`src/rtl/txword_queue_pkg.sv`:
```
// Shared constants for the hex-word report path: word width and printer frame length.
package txword_queue_pkg;

  localparam int unsigned WordWidth = 32;
  // "0xXXXXXXXX\r\n"
  localparam int unsigned FrameLen  = 12;

  typedef logic [WordWidth-1:0] word_t;

  // Clocks the printer needs for one full frame at 10 bit-times per character.
  function automatic int unsigned frame_clocks(input int unsigned clks_per_baud);
    return FrameLen * 10 * clks_per_baud;
  endfunction

endpackage

```
`src/rtl/sfifo_word.sv`:
```
// Plain synchronous word FIFO; exposes the entry behind the head for fall-through refill.
module sfifo_word
  import txword_queue_pkg::*;
#(
  parameter int unsigned LGFLEN = 3
) (
  input  logic              i_clk,
  input  logic              i_reset,
  input  logic              wr,
  input  word_t             wr_data,
  input  logic              rd,
  output word_t             next_data,
  output logic [LGFLEN:0]   fill,
  output logic              full
);

  localparam int unsigned   Depth  = 1 << LGFLEN;
  localparam int unsigned   FW     = LGFLEN + 1;
  localparam logic [LGFLEN:0] DepthW = FW'(Depth);

  word_t             mem [Depth];
  logic [LGFLEN-1:0] wr_ptr_q, rd_ptr_q, rd_ptr_nxt;
  logic [LGFLEN:0]   fill_q, fill_d;
  logic              full_q;

  assign rd_ptr_nxt = rd_ptr_q + 1'b1;
  assign next_data  = mem[rd_ptr_nxt];
  assign fill       = fill_q;
  assign full       = full_q;

  always_comb begin
    fill_d = fill_q;
    unique case ({wr, rd})
      2'b10:   fill_d = fill_q + 1'b1;
      2'b01:   fill_d = fill_q - 1'b1;
      default: fill_d = fill_q;
    endcase
  end

  always_ff @(posedge i_clk) begin
    if (wr && !i_reset) begin
      mem[wr_ptr_q] <= wr_data;
    end
  end

  always_ff @(posedge i_clk) begin
    if (i_reset) begin
      wr_ptr_q <= '0;
      rd_ptr_q <= '0;
      fill_q   <= '0;
      full_q   <= 1'b0;
    end else begin
      if (wr) wr_ptr_q <= wr_ptr_q + 1'b1;
      if (rd) rd_ptr_q <= rd_ptr_nxt;
      fill_q <= fill_d;
      full_q <= (fill_d == DepthW);
    end
  end

endmodule

```
`src/rtl/txword_queue.sv`:
```
// Report-word queue feeding the hex UART printer: FIFO, optional dedup, overflow count,
// and a registered first-word-fall-through presentation stage.
module txword_queue
  import txword_queue_pkg::*;
#(
  parameter int unsigned LGFLEN       = 3,
  parameter bit          OPT_ONCHANGE = 1'b0,
  parameter int unsigned OVW          = 16
) (
  input  logic              i_clk,
  input  logic              i_reset,
  input  logic              i_wr,
  input  logic [31:0]       i_data,
  output logic              o_stb,
  output logic [31:0]       o_data,
  input  logic              i_busy,
  output logic [LGFLEN:0]   o_fill,
  output logic              o_full,
  output logic [OVW-1:0]    o_overflow
);

  localparam int unsigned FW = LGFLEN + 1;

  logic            pop, dup, accept, ovf_inc;
  logic            stb_d;
  word_t           data_d, next_data;
  word_t           last_q;
  logic            last_valid_q;
  logic [LGFLEN:0] fill, fill_after_pop;
  logic            full;

  assign pop     = o_stb && !i_busy;
  assign dup     = OPT_ONCHANGE && last_valid_q && (i_data == last_q);
  assign accept  = i_wr && (!full || pop) && !dup;
  assign ovf_inc = i_wr && full && !pop && !dup;

  assign o_fill = fill;
  assign o_full = full;

  sfifo_word #(
    .LGFLEN (LGFLEN)
  ) u_fifo (
    .i_clk     (i_clk),
    .i_reset   (i_reset),
    .wr        (accept),
    .wr_data   (i_data),
    .rd        (pop),
    .next_data (next_data),
    .fill      (fill),
    .full      (full)
  );

  // The presented word is the FIFO head, mirrored into a register so o_data is glitch-free.
  always_comb begin
    fill_after_pop = fill - FW'(pop);
    stb_d          = (fill_after_pop != '0) || accept;
    data_d         = o_data;
    if (pop && (fill > FW'(1))) begin
      data_d = next_data;
    end else if ((fill_after_pop == '0) && accept) begin
      data_d = i_data;
    end
  end

  always_ff @(posedge i_clk) begin
    if (i_reset) begin
      o_stb        <= 1'b0;
      o_data       <= '0;
      o_overflow   <= '0;
      last_q       <= '0;
      last_valid_q <= 1'b0;
    end else begin
      o_stb  <= stb_d;
      o_data <= data_d;
      if (accept) begin
        last_q       <= i_data;
        last_valid_q <= 1'b1;
      end
      if (ovf_inc && (o_overflow != '1)) begin
        o_overflow <= o_overflow + 1'b1;
      end
    end
  end

endmodule
```
`config.mk`:
```
export PLATFORM = sky130hd
export DESIGN_NAME = txword_queue
export DESIGN_NICKNAME = d
export VERILOG_FILES = /design/src/rtl/txword_queue_pkg.sv /design/src/rtl/sfifo_word.sv /design/src/rtl/txword_queue.sv
export SDC_FILE = /design/constraint.sdc
export NUM_CORES = 1
export LEC_CHECK = 0
export ABC_AREA = 0
export ABC_CLOCK_PERIOD_IN_PS = 10720
export CORE_UTILIZATION = 44
export DETAILED_ROUTE_END_ITERATION = 6
export PLACE_DENSITY = 0.7
export RECOVER_POWER = 100
export SLEW_MARGIN = 20
export SYNTH_ARGS = -nofsm -noshare
export SYNTH_HDL_FRONTEND = slang
export SYNTH_SLANG_ARGS = --single-unit
```
`constraint.sdc`:
```
create_clock -name i_clk -period 10.72 [get_ports i_clk]
set_input_delay 1.072 -clock i_clk [delete_from_list [all_inputs] [get_ports i_clk]]
set_output_delay 1.072 -clock i_clk [all_outputs]
set_load 0.02 [all_outputs]
```
==> Yosys cells after proc, flatten, opt, wreduce, memory -nomap -nowiden <==
Memories as Yosys holds them, arrays and structs flattened.
Index checks and enable logic that the tools add are counted.
{ "classes": {"n_div": 0, "shift": 0, "bitwise": 0, "muxes": 5, "multipliers": 0, "n_reduce_logical": 17, "n_eq_ne": 4, "n_addsub": 6, "magnitude_cmp": 1} }
{ "op_table": {"columns": ["cell", "n"], "rows": [
  ["$mux W32", 2],
  ["$add A16 B1 Y16 const B", 1],
  ["$ne A16 B16 Y1 const B", 1],
  ["$logic_and A1 B1 Y1", 8],
  ["$pmux W4 S2", 1],
  ["$add A3 B1 Y3 const B", 2],
  ["$add A4 B1 Y4 const B", 1],
  ["$eq A4 B4 Y1 const B", 1],
  ["$gt A4 B1 Y1 const B", 1],
  ["$logic_not A1 Y1", 4],
  ["$logic_not A4 Y1", 1],
  ["$reduce_bool A4 Y1", 1],
  ["$sub A4 B1 Y4", 1],
  ["$sub A4 B1 Y4 const B", 1],
  ["$eq A2 B1 Y1 const B", 1],
  ["$eq A2 B2 Y1 const B", 1],
  ["$logic_or A1 B1 Y1", 2],
  ["$mux W1", 2],
  ["$reduce_bool A2 Y1", 1]
]} }
{ "totals": {"latchBits": 0, "inputBits": 36, "ramBits": 256, "mem_count": 1, "mem_bits_ro": 0, "ff_bits": 60} }
{ "mem_list": {"columns": ["memory", "words", "width", "read_ports", "rd_ports_with_merged_regs", "wr", "line", "source"], "rows": [
  ["u_fifo.mem", 8, 32, 1, 0, 1, "sfifo_word.sv:21", "word_t mem [Depth];"]
]} }

==> Depth between registers and ports, before layout <==
{ "depth": {"word_depth": 7, "ltp_mapped": 9} }

==> By module <==
Synthesis repeated with hierarchy kept, for this count alone.
{ "unflattened": {"hier_cells": 706, "area_unflattened_um2": 12869.8} }
{ "modules_own_cells": {"columns": ["module", "area_per_inst_um2", "instances", "cells_per_inst", "seq_area_each_um2"], "rows": [
  ["sfifo_word", 10288.6, 1, 445, 7907.6],
  ["txword_queue", 2581.2, 1, 261, 980.9]
]} }

==> Worst setup path after synthesis <==
OpenSTA, ideal clock, no wires.
{ "synth_timing": {"path_kind": "input to register", "start": "in i_busy", "end": "mem u_fifo.mem[0][0] (netlist name), enable pin", "t_arrival_ns": 4.009, "t_required_ns": 10.259, "cell_stages": 5, "slack_ns": 6.250, "setup_time_ns": 0.461, "path_buffers": 1, "cell_sequence": "nor2b_4 > buf_6 > o21ai_0 > or3_1 > nor3_1"} }
{ "synth_between": {"elab_chain_cells": 7} }
{ "synth_lines": {"columns": ["item", "line", "source"], "rows": [
  ["start, declared", "txword_queue.sv:16", "input logic i_busy,"],
  ["$logic_not A1 Y1", "txword_queue.sv:32", "assign pop = o_stb && !i_busy;"],
  ["$logic_and A1 B1 Y1", "txword_queue.sv:32", null],
  ["$logic_or A1 B1 Y1", "txword_queue.sv:34", "assign accept = i_wr && (!full || pop) && !dup;"],
  ["$logic_and A1 B1 Y1", "txword_queue.sv:34", null],
  ["$logic_and A1 B1 Y1", "sfifo_word.sv:41", "if (wr && !i_reset) begin"],
  ["$mux W1", "sfifo_word.sv:41", null],
  ["$mux W1 (implied by the code)", "sfifo_word.sv:42", "mem[wr_ptr_q] <= wr_data;"],
  ["end, declared", "sfifo_word.sv:21", null]
]} }
No other way between the ends.

==> Final worst setup path <==
{ "layout_timing": {"start": "in i_busy", "end": "mem u_fifo.mem[4][11] (netlist name), enable pin"} }
Same word-level chain as after synthesis.

==> impl_metrics.json <==
{
  "num_vias": 6813,
  "synth-edff-count": 256,
  "min_path_cells": 2,
  "syn-cell-area_sq_um": 12500,
  "dp_hpwl_um": 13800,
  "die-area_sq_um": 29000,
  "finalHoldViolations": 0,
  "seq_area_frac_synth": 0.712,
  "routed_wl_um": 24600,
  "grt_overflow": 0,
  "status": "complete, but fails checks",
  "wl_met2_um": 12000,
  "post-route-period-util": 0.477,
  "cts_sinks": 316,
  "dr_wl_met3_um": 1210,
  "rr_worst_depth": 4,
  "fmax_ghz": 0.196,
  "rows": 61,
  "hold_buffers": 0,
  "final_common_cell": "edfxtp_1",
  "core_sq_um": 27900,
  "die_h_um": 170,
  "io_pins": 90,
  "cts_buffers": 31,
  "synth-async-reset-ratio": 0,
  "ys_ff_latch": 316,
  "required_ps": 10810,
  "cts_max_level": 1,
  "cts_setup_buffers": 0,
  "violations": "max-capacitance violations, max-slew violations",
  "max_slew_margin": -1.06,
  "area_growth_pct": 17.8,
  "place_area_sq_um": 13800,
  "endpoint_kind": "flop",
  "ys_warn_count": 0,
  "drtIter0Drc": 398,
  "die_w_um": 170,
  "routedLengthMet1_um": 11000,
  "final_area_sq_um": 14700,
  "worst_slew_pin_slew_ps": 3080,
  "final_cell_mix": "edfxtp_1 (256), mux2i_1 (158), dlygate4sd3_1 (87)",
  "syn_inst": 764,
  "synth-main-ff-cell": "edfxtp_1",
  "skew_ps": 26.9,
  "start_kind": "input port",
  "viasPerCell": 5.39,
  "p_leak_nw": 5.02,
  "clk_pin_slew_ps": 60,
  "drtPass1Iterations": 5,
  "drc": 0,
  "drive_above_1_share": 0.0632,
  "synth_area_per_cell_sq_um": 16.3,
  "syn_nets": 806,
  "arrival_ps": 5200,
  "cts_resized": 0,
  "p_per_area_nw_per_um2": 197,
  "clock_path_buffers": 3,
  "worstPathMaxFanout": 32,
  "hp-class": "flop to flop",
  "grt_pass1_vias": 7033,
  "gp_congestion": 0.773,
  "antenna_found_initial": 1,
  "cts_tree": "done",
  "nNetsFinal": 903,
  "routedWlPerCell_um": 19.4,
  "ir_drop_v": 0.000117,
  "drtAntennaViolNets": 0,
  "timing.max_cap.violations": 6,
  "top_layer": "met4",
  "synth.distinct_cells": 44,
  "drv_slew": 168,
  "grt.total_usage": 0.174,
  "rsz0062_at_grt": "no",
  "clockRootBuffer": "clkbuf_16",
  "start_util": 0.448,
  "grt_max_degree": 51,
  "tns_ps": 0,
  "path_class": "input port to flop",
  "grt_pass1_wl_um": 38900,
  "io_buffers": 89,
  "setup_viol": 0,
  "fin_crit_ps": 5110,
  "clk_latency_ps": 560
}
[per-layer routing]
layer / GRT usage / up-vias
met5: 0 / -
met4: 0.0458 / 0
met3: 0.0260 / 35
met2: 0.293 / 172
met1: 0.234 / 3370
li1: - / 3236
[cells by family (layout without fill, tap and decap cells)]
family                   after synthesis  after routing  share of synthesized area
adder cells (fa/ha/maj)                6              6                    0.00602
XOR/XNOR                              25             25                     0.0175
other                                  0              1                          0
flip-flops                           316            316                      0.712
buffers and inverters                 45            167                     0.0200
multiplexers                         159            159                      0.129
AND/OR/NAND/NOR                      103            103                     0.0432
AO/OA/AOI/OAI                        110            110                     0.0724
[cell usage after synthesis, drive strengths merged (2+ instances only)]
cell,number,area share
o22ai,32,0.016
nor3,7,0.0028
and4,3,0.0021
edfxtp,256,0.62
and2,4,0.0020
buf,25,0.014
nand4,9,0.0045
and3,5,0.0025
clkbuf,17,0.0051
nor2,36,0.011
inv,3,0.00090
a21oi,5,0.0020
nand2,14,0.0042
or2b,3,0.0019
xor2,12,0.0084
dfxtp,60,0.096
a211oi,2,0.0012
ha,6,0.0060
nor4,3,0.0020
a221o,32,0.026
nor2b,2,0.0016
nand2b,2,0.0010
nor3b,2,0.0012
xnor2,13,0.0091
mux2i,158,0.13
nand3,9,0.0040
o21ai,3,0.0012
a22o,31,0.022
[worst paths after layout]
path                                        start                              end  slack (ps)
setup / recovery                           i_busy      u_fifo.mem[4][11]$_DFFE_PP_        5610
hold / removal    u_fifo.rd_ptr_q[1]$_SDFFE_PP0P_  u_fifo.rd_ptr_q[1]$_SDFFE_PP0P_         490
setup reg to reg                 o_stb$_SDFF_PP0_      u_fifo.mem[4][11]$_DFFE_PP_        6310
hold reg to reg   u_fifo.rd_ptr_q[1]$_SDFFE_PP0P_  u_fifo.rd_ptr_q[1]$_SDFFE_PP0P_         490
[final cells by class]
class,count,area (sq um)
fillers,2244,13200
clock buffers,37,798
flip-flops and latches,316,8890
multi-input cells,403,3340
well taps,378,473
repair buffers,106,988
diodes,1,2.50
clock inverters,21,196
inverters,3,11.3
[registers in the layout, indices dropped and copies added (netlist names)]
register         count
o_data              32
o_overflow          16
o_stb                1
u_fifo.fill          4
u_fifo.full          1
u_fifo.mem         256
u_fifo.rd_ptr_q      3
u_fifo.wr_ptr_q      3
[stage by stage]
stage,power [mW],cells,hold WS [ps],utilization,setup slack [ps]
2_1_floorplan,1.73,764,440,-,6250
4_1_cts,2.94,1260,499,0.530,7400
3_3_place_gp,1.87,1202,480,0.494,6900
6_report,2.90,1265,492,0.528,5610
3_5_place_dp,1.88,1202,490,0.494,6840
5_1_grt,3.01,1265,522,0.528,5210
[critical path, stage by stage]
cell and delay, ps:
dlygate4sd3_1 580, nor2b_1 520, o21ai_0 290, or3_1 440
nor2_1 2270
[where the power goes]
part,switching [mW],internal (mW),leakage [nW]
registers,0.0295,1.38,2.80
logic,0.239,0.192,1.73
clock network,0.440,0.624,0.483
total,0.708,2.19,5.02
(Power assumes the default switching activity.)
